`src/rtl/spc_pkg.sv`:
```
// Shared constants, state encoding and signature ROM for the SPC loader.
// Offsets are file byte offsets into the SPC image held in the store.
package spc_pkg;

  localparam logic [16:0] FILE_BYTES = 17'h10180;
  localparam logic [16:0] ARAM_BASE  = 17'h00100;
  localparam logic [16:0] DSP_BASE   = 17'h10100;

  localparam int SIG_LEN = 27;
  localparam logic [16:0] OFF_SIG    = 17'h00000;
  localparam logic [16:0] OFF_PC_LO  = 17'h00025;
  localparam logic [16:0] OFF_PC_HI  = 17'h00026;
  localparam logic [16:0] OFF_A      = 17'h00027;
  localparam logic [16:0] OFF_X      = 17'h00028;
  localparam logic [16:0] OFF_Y      = 17'h00029;
  localparam logic [16:0] OFF_PSW    = 17'h0002A;
  localparam logic [16:0] OFF_SP     = 17'h0002B;

  localparam logic [6:0] DSP_KON     = 7'h4C;
  localparam logic [6:0] DSP_PRE_KON = 7'h4B;
  localparam logic [6:0] DSP_FLG     = 7'h6C;
  localparam logic [6:0] DSP_LAST    = 7'h7F;

  localparam logic [8*SIG_LEN-1:0] SIG_STR =
    "SNES-SPC700 Sound File Data";

  typedef enum logic [2:0] {
    ST_IDLE,
    ST_LOAD,
    ST_DSP_RD,
    ST_DSP_WR,
    ST_KON_RD,
    ST_KON_WR,
    ST_DONE,
    ST_ERR
  } state_t;

  // First character of the signature sits in the MSBs of SIG_STR.
  function automatic logic [7:0] sig_byte(input logic [4:0] idx);
    logic [7:0] b;
    b = 8'h00;
    if (idx < 5'(SIG_LEN))
      b = SIG_STR[8*(SIG_LEN-1-int'(idx)) +: 8];
    return b;
  endfunction

endpackage

```
`src/rtl/spc_sig_check.sv`:
```
// Header signature checker: compares the leading file bytes against
// the signature ROM and raises a sticky mismatch flag.
module spc_sig_check
  import spc_pkg::*;
(
  input  logic        clk,
  input  logic        reset,
  input  logic        clr,
  input  logic        en,
  input  logic [16:0] idx,
  input  logic [7:0]  data,
  output logic        mismatch
);

  logic bad_q, bad_d;
  logic hit;

  // Flag any signature byte that differs; cleared when a load begins.
  always_comb begin
    hit = 1'b0;
    if (en && (idx < 17'(SIG_LEN)))
      hit = (data != sig_byte(idx[4:0]));
    bad_d = clr ? 1'b0 : (bad_q | hit);
  end

  // Sticky mismatch register.
  always_ff @(posedge clk or posedge reset) begin
    if (reset) bad_q <= 1'b0;
    else       bad_q <= bad_d;
  end

  assign mismatch = bad_q;

endmodule

```
`src/rtl/spc_loader.sv`:
```
// Streams an SPC file into the ARAM/SPC store, checks its header,
// captures SMP boot registers and replays the DSP register image.
module spc_loader
  import spc_pkg::*;
#(
  parameter logic [16:0] FILE_LEN = FILE_BYTES,
  parameter logic [16:0] DSP_OFS  = DSP_BASE
)
(
  input  logic        clk,
  input  logic        reset,
  input  logic        start,
  input  logic [7:0]  s_data,
  input  logic        s_valid,
  input  logic        s_last,
  output logic        s_ready,
  output logic        spc_wr,
  output logic        spc_rd,
  output logic [16:0] spc_a,
  output logic [7:0]  spc_din,
  input  logic [7:0]  spc_dout,
  output logic        dsp_wr,
  output logic [6:0]  dsp_addr,
  output logic [7:0]  dsp_data,
  output logic [15:0] smp_pc,
  output logic [7:0]  smp_a,
  output logic [7:0]  smp_x,
  output logic [7:0]  smp_y,
  output logic [7:0]  smp_psw,
  output logic [7:0]  smp_sp,
  output logic        busy,
  output logic        smp_start,
  output logic        err_sig,
  output logic        err_short
);

  state_t      state_q, state_d;
  logic [16:0] cnt_q, cnt_d;
  logic [6:0]  idx_q, idx_d;
  logic        err_short_q, err_short_d;
  logic        smp_start_q, smp_start_d;
  logic [7:0]  pc_lo_q, pc_lo_d;
  logic [7:0]  pc_hi_q, pc_hi_d;
  logic [7:0]  a_q, a_d;
  logic [7:0]  x_q, x_d;
  logic [7:0]  y_q, y_d;
  logic [7:0]  psw_q, psw_d;
  logic [7:0]  sp_q, sp_d;

  logic xfer;
  logic in_file;
  logic go;
  logic short_end;
  logic sig_bad;

  // Transfer qualifiers shared by the FSM, capture and checker.
  always_comb begin
    xfer      = (state_q == ST_LOAD) && s_valid;
    in_file   = (cnt_q < FILE_LEN);
    go        = start && ((state_q == ST_IDLE) ||
                          (state_q == ST_DONE) ||
                          (state_q == ST_ERR));
    short_end = ({1'b0, cnt_q} + 18'd1) < {1'b0, FILE_LEN};
  end

  spc_sig_check u_sig (
    .clk      (clk),
    .reset    (reset),
    .clr      (go),
    .en       (xfer),
    .idx      (cnt_q),
    .data     (s_data),
    .mismatch (sig_bad)
  );

  // Next-state and strobe generation for load and DSP replay.
  always_comb begin
    state_d     = state_q;
    cnt_d       = cnt_q;
    idx_d       = idx_q;
    err_short_d = err_short_q;
    s_ready     = 1'b0;
    spc_wr      = 1'b0;
    spc_rd      = 1'b0;
    spc_a       = 17'h0;
    spc_din     = 8'h00;
    dsp_wr      = 1'b0;
    dsp_addr    = 7'h0;
    dsp_data    = 8'h00;
    busy        = 1'b0;
    unique case (state_q)
      ST_IDLE, ST_DONE, ST_ERR: begin
        if (start) begin
          state_d     = ST_LOAD;
          cnt_d       = 17'h0;
          err_short_d = 1'b0;
        end
      end
      ST_LOAD: begin
        busy    = 1'b1;
        s_ready = 1'b1;
        if (s_valid) begin
          if (in_file) begin
            spc_wr  = 1'b1;
            spc_a   = cnt_q;
            spc_din = s_data;
            cnt_d   = cnt_q + 17'd1;
          end
          if (s_last) begin
            if (short_end) begin
              err_short_d = 1'b1;
              state_d     = ST_ERR;
            end else if (sig_bad) begin
              state_d = ST_ERR;
            end else begin
              idx_d   = 7'h0;
              state_d = ST_DSP_RD;
            end
          end
        end
      end
      ST_DSP_RD: begin
        busy    = 1'b1;
        spc_rd  = 1'b1;
        spc_a   = DSP_OFS + 17'(idx_q);
        state_d = ST_DSP_WR;
      end
      ST_DSP_WR: begin
        busy     = 1'b1;
        dsp_wr   = 1'b1;
        dsp_addr = idx_q;
        dsp_data = spc_dout;
        if (idx_q == DSP_LAST) begin
          state_d = ST_KON_RD;
        end else begin
          // KON is held back so voices key on after FLG etc. are set.
          idx_d   = (idx_q == DSP_PRE_KON) ? idx_q + 7'd2
                                           : idx_q + 7'd1;
          state_d = ST_DSP_RD;
        end
      end
      ST_KON_RD: begin
        busy    = 1'b1;
        spc_rd  = 1'b1;
        spc_a   = DSP_OFS + 17'(DSP_KON);
        state_d = ST_KON_WR;
      end
      ST_KON_WR: begin
        busy     = 1'b1;
        dsp_wr   = 1'b1;
        dsp_addr = DSP_KON;
        dsp_data = spc_dout;
        state_d  = ST_DONE;
      end
      default: state_d = ST_IDLE;
    endcase
  end

  // Boot register capture from the header as the bytes stream past.
  always_comb begin
    pc_lo_d = pc_lo_q;
    pc_hi_d = pc_hi_q;
    a_d     = a_q;
    x_d     = x_q;
    y_d     = y_q;
    psw_d   = psw_q;
    sp_d    = sp_q;
    if (xfer) begin
      unique case (cnt_q)
        OFF_PC_LO: pc_lo_d = s_data;
        OFF_PC_HI: pc_hi_d = s_data;
        OFF_A:     a_d     = s_data;
        OFF_X:     x_d     = s_data;
        OFF_Y:     y_d     = s_data;
        OFF_PSW:   psw_d   = s_data;
        OFF_SP:    sp_d    = s_data;
        default: ;
      endcase
    end
  end

  // Boot pulse fires in the first DONE cycle.
  always_comb begin
    smp_start_d = (state_q == ST_KON_WR);
  end

  // Control state registers.
  always_ff @(posedge clk or posedge reset) begin
    if (reset) begin
      state_q     <= ST_IDLE;
      cnt_q       <= 17'h0;
      idx_q       <= 7'h0;
      err_short_q <= 1'b0;
      smp_start_q <= 1'b0;
    end else begin
      state_q     <= state_d;
      cnt_q       <= cnt_d;
      idx_q       <= idx_d;
      err_short_q <= err_short_d;
      smp_start_q <= smp_start_d;
    end
  end

  // Captured SMP boot registers.
  always_ff @(posedge clk or posedge reset) begin
    if (reset) begin
      pc_lo_q <= 8'h00;
      pc_hi_q <= 8'h00;
      a_q     <= 8'h00;
      x_q     <= 8'h00;
      y_q     <= 8'h00;
      psw_q   <= 8'h00;
      sp_q    <= 8'h00;
    end else begin
      pc_lo_q <= pc_lo_d;
      pc_hi_q <= pc_hi_d;
      a_q     <= a_d;
      x_q     <= x_d;
      y_q     <= y_d;
      psw_q   <= psw_d;
      sp_q    <= sp_d;
    end
  end

  assign smp_pc    = {pc_hi_q, pc_lo_q};
  assign smp_a     = a_q;
  assign smp_x     = x_q;
  assign smp_y     = y_q;
  assign smp_psw   = psw_q;
  assign smp_sp    = sp_q;
  assign smp_start = smp_start_q;
  assign err_sig   = sig_bad;
  assign err_short = err_short_q;

endmodule

```
`config.mk`:
```
export PLATFORM = sky130hd
export DESIGN_NAME = spc_loader
export DESIGN_NICKNAME = d
export VERILOG_FILES = /design/src/rtl/spc_pkg.sv /design/src/rtl/spc_sig_check.sv /design/src/rtl/spc_loader.sv
export SDC_FILE = /design/constraint.sdc
export NUM_CORES = 1
export LEC_CHECK = 0
export CAP_MARGIN = 10
export CORE_ASPECT_RATIO = 1.25
export CORE_MARGIN = 2
export CORE_UTILIZATION = 46
export DETAILED_ROUTE_END_ITERATION = 12
export GPL_ROUTABILITY_DRIVEN = 0
export PLACE_DENSITY = 0.73
export SKIP_CTS_REPAIR_TIMING = 1
export SYNTH_ARGS = -nofsm -noshare
export SYNTH_HDL_FRONTEND = slang
export SYNTH_SLANG_ARGS = --single-unit
```
`constraint.sdc`:
```
create_clock -name clk -period 3 [get_ports clk]
set_clock_uncertainty 0.2 [all_clocks]
set_input_delay 0.3 -clock clk [delete_from_list [all_inputs] [get_ports clk]]
set_output_delay 0.3 -clock clk [all_outputs]
set_load 0.01 [all_outputs]
```
==> results.md <==
* Number of max-cap violations at 0
* Drt pass-1 iters at 6
* WS Path Type: reg2reg
* Fillers at 939
* Post-synthesis cell area at 5520 um2
* Final Hold Viols at 0
* Worst Setup End Kind: flop
* Top Usage Layer GRT: met2
* Synthesized Nets at 615
* IO Count at around 130
* Leading cell type in the layout, fill and taps excluded: clkdlybuf4s50_1
* Synth area leader: dfrtp_1
* H-tree Lvls at 3
* Cell count after synthesis at roughly 590
* Sum Neg Setup Slack at 0 ns
* Die height at between 100 and 150 um
* CTS buffer count at 9
* Period minus WS final at between 2 and 3 ns
* Placed insts at 890
* Share of cells above drive strength 1 at a little under a quarter
* Post-DRT Antenna Nets at 0
* Worst-margin pin slew at just under 0.8 ns
* Leakage at around 3.7 nW
* Fin crit share at a little over nine tenths
* Synthesis-stage register bit count at 86
* Register area share after synthesis at 39.0%
* Final setup viols at 0
* Crit path DAT at between 2 and 3 ns
* Area contributors post-synth: dfrtp_1, mux2_2, o21ai_0, nand2_1, nor2_1
* Met1 Resource Use GR at between 30% and 40%
* DR vias at roughly 5400
* GR Layer Usage met2 at about 44%
* Maximum VDD drop at 0.331 mV
* DP Wirelength at roughly 12000 um
* CORE AREA at ~12000 um2
* Final Slew Violations at 0
* Standard-cell row count at 44
* Drt total wl at 17400 um
* Placed Instance Area at 7280 um2
* Largest net degree at the start of global routing at 46
* Worst-path clk slew at around 0.070 ns
* RSZ-0062 raised after global routing: false
* CTS tree: built
* Initial antenna violation count at 0
* Die area at 12900 um2
* Min-delay worst type: in2async
* Relative slew slack at between 40% and 50%
* Die width at approximately 100 um
* Worst-skew pair later-pin latency at approximately 0.35 ns
* CP max FO at 19
* Final nets at 770
* GR Overflow Total at 0
* Pwr Density at about 630 nW/um2
* EDFF count, synth at 0
* FFs w/ async S/R, synth at 100%
* YS warnings at 0
* CTS Sinks at 86
* DRC marker count from the first detailed-route iteration at slightly below 600
* Hold WS at roughly 0.19 ns
* Ant diodes at 0
* Root buf cell: clkbuf_16
* Synthesis-to-layout area growth at 39.8%
* Port-buffer cells at about 120
* Post-synth top flop: dfrtp_1
* M3 GR Usage at 8.48%
* Required time worst endpoint at about 3 ns
* Yosys cell types at 76
* Design area at between 7000 and 8000 um2
* Avg Cell Area, Syn at approximately 9.4 um2
* GRT Util Overall at between 20% and 30%
* Initial core utilization at between 40% and 50%
* Startpoint Class: flop
* Number of global-route vias before repair at between 5000 and 6000
* # DRC at 0
* Maximum clock path buffer count at 2
* First-pass GRT wire length at roughly 28000 um
* Most frequent cells in the layout: clkdlybuf4s50_1, dfrtp_1, buf_4, mux2_2, o21ai_0
* Max Freq at 341 MHz
* Post-synth top area share at roughly two fifths
* Finished Layout Cells at roughly 910
* Routed len/inst at ~19 um
* Status: finished clean
* Vias per cell at slightly below 6
## registers in the layout, summed over array words and instances (netlist names), 3 cells and up
register,cells
cnt_q,17
pc_hi_q,8
smp_y,8
smp_psw,8
smp_sp,8
smp_x,8
smp_a,8
state_q,3
idx_q,7
pc_lo_q,8
## routing by layer
metal	part of all wire [%]	wire, um	vias up
li1	-	-	2446
met5	0	0	-
met2	49	8590	283
met1	40	6860	2592
met3	8.5	1490	49
met4	2.5	427	0
## logic make-up (layout without fill, tap and decap cells)
family	count (synthesis)	after routing	synth area share, %
AO/OA/AOI/OAI	155	155	18.8
XOR/XNOR	20	20	3.44
adder cells (fa/ha/maj)	7	7	1.59
buffers and inverters	61	221	5.12
flip-flops	86	86	39.0
multiplexers	56	56	11.4
AND/OR/NAND/NOR	202	202	20.7
## worst max-delay path: stages (launching register included)
cell      delay [ns]
dfrtp_1         0.51
buf_4           0.30
inv_1           0.15
xnor2_2         0.48
a311oi_2        0.23
o31a_1          0.29
nor3_1          0.21
nand4_1         0.12
a211o_1         0.31
## final timing paths
| path | startpoint | end | slack, ns | depth (start not counted) |
|---|---|---|---|---|
| min in group clk | smp_psw[3] | smp_psw[3] | 0.31 | 1 |
| worst min-delay path | reset | pc_hi_q[6] | 0.19 | 2 |
| max in group asynchronous | reset | cnt_q[7] | 1.76 | 3 |
| worst max-delay path | cnt_q[3] | u_sig.mismatch | 0.07 | 8 |
| worst min register to register | smp_psw[3] | smp_psw[3] | 0.31 | 1 |
| worst max register to register | cnt_q[3] | u_sig.mismatch | 0.07 | 8 |
## final cells by class
type | count | area (um2) | share of cell area, %
multi-input combinational | 440 | 3130 | 40.6
timing repair buffer | 187 | 1850 | 24.0
inverter | 18 | 68.8 | 0.891
clock buffer | 10 | 239 | 3.10
clock inverter | 6 | 75.1 | 0.972
tap | 161 | 201 | 2.61
sequential | 86 | 2150 | 27.9
## cells in the mapped netlist (all sizes together) (4+ instances only)
library cell and n:
dfrtp 86, mux2 56, o21ai 51, nand2 43, nor2 40, buf 27, a21oi 23, and2 19
nor3 19, and3 17, clkbuf 16, inv 16, xnor2 13, nand3 12, o22ai 10, nor2b 9
nor4 9, o31ai 9, nand2b 8, nand4 8, ha 7, xor2 7, a31oi 6, a211o 5
nor3b 5, a21boi 4, a21o 4, a32oi 4, o211ai 4, or2 4
## power by group
part           total [mW]  internal (mW)  switching, mW
logic                2.35           1.07           1.28
registers            1.34           1.24         0.0960
clock network        1.20          0.684          0.518
## through the flow
| stage | setup slack, ns | total power [mW] | util [%] |
|---|---|---|---|
| 2_1_floorplan | 0.160 | 2.68 | - |
| 3_3_place_gp | 0.127 | 3.56 | 62.4 |
| 3_5_place_dp | 0.0294 | 3.63 | 62.4 |
| 4_1_cts | -0.229 | 4.83 | 65.1 |
| 5_1_grt | 0.000391 | 5.15 | 66.1 |
| 6_report | 0.0665 | 4.89 | 66.1 |
Note: power is estimated with default switching activity, not from simulation.
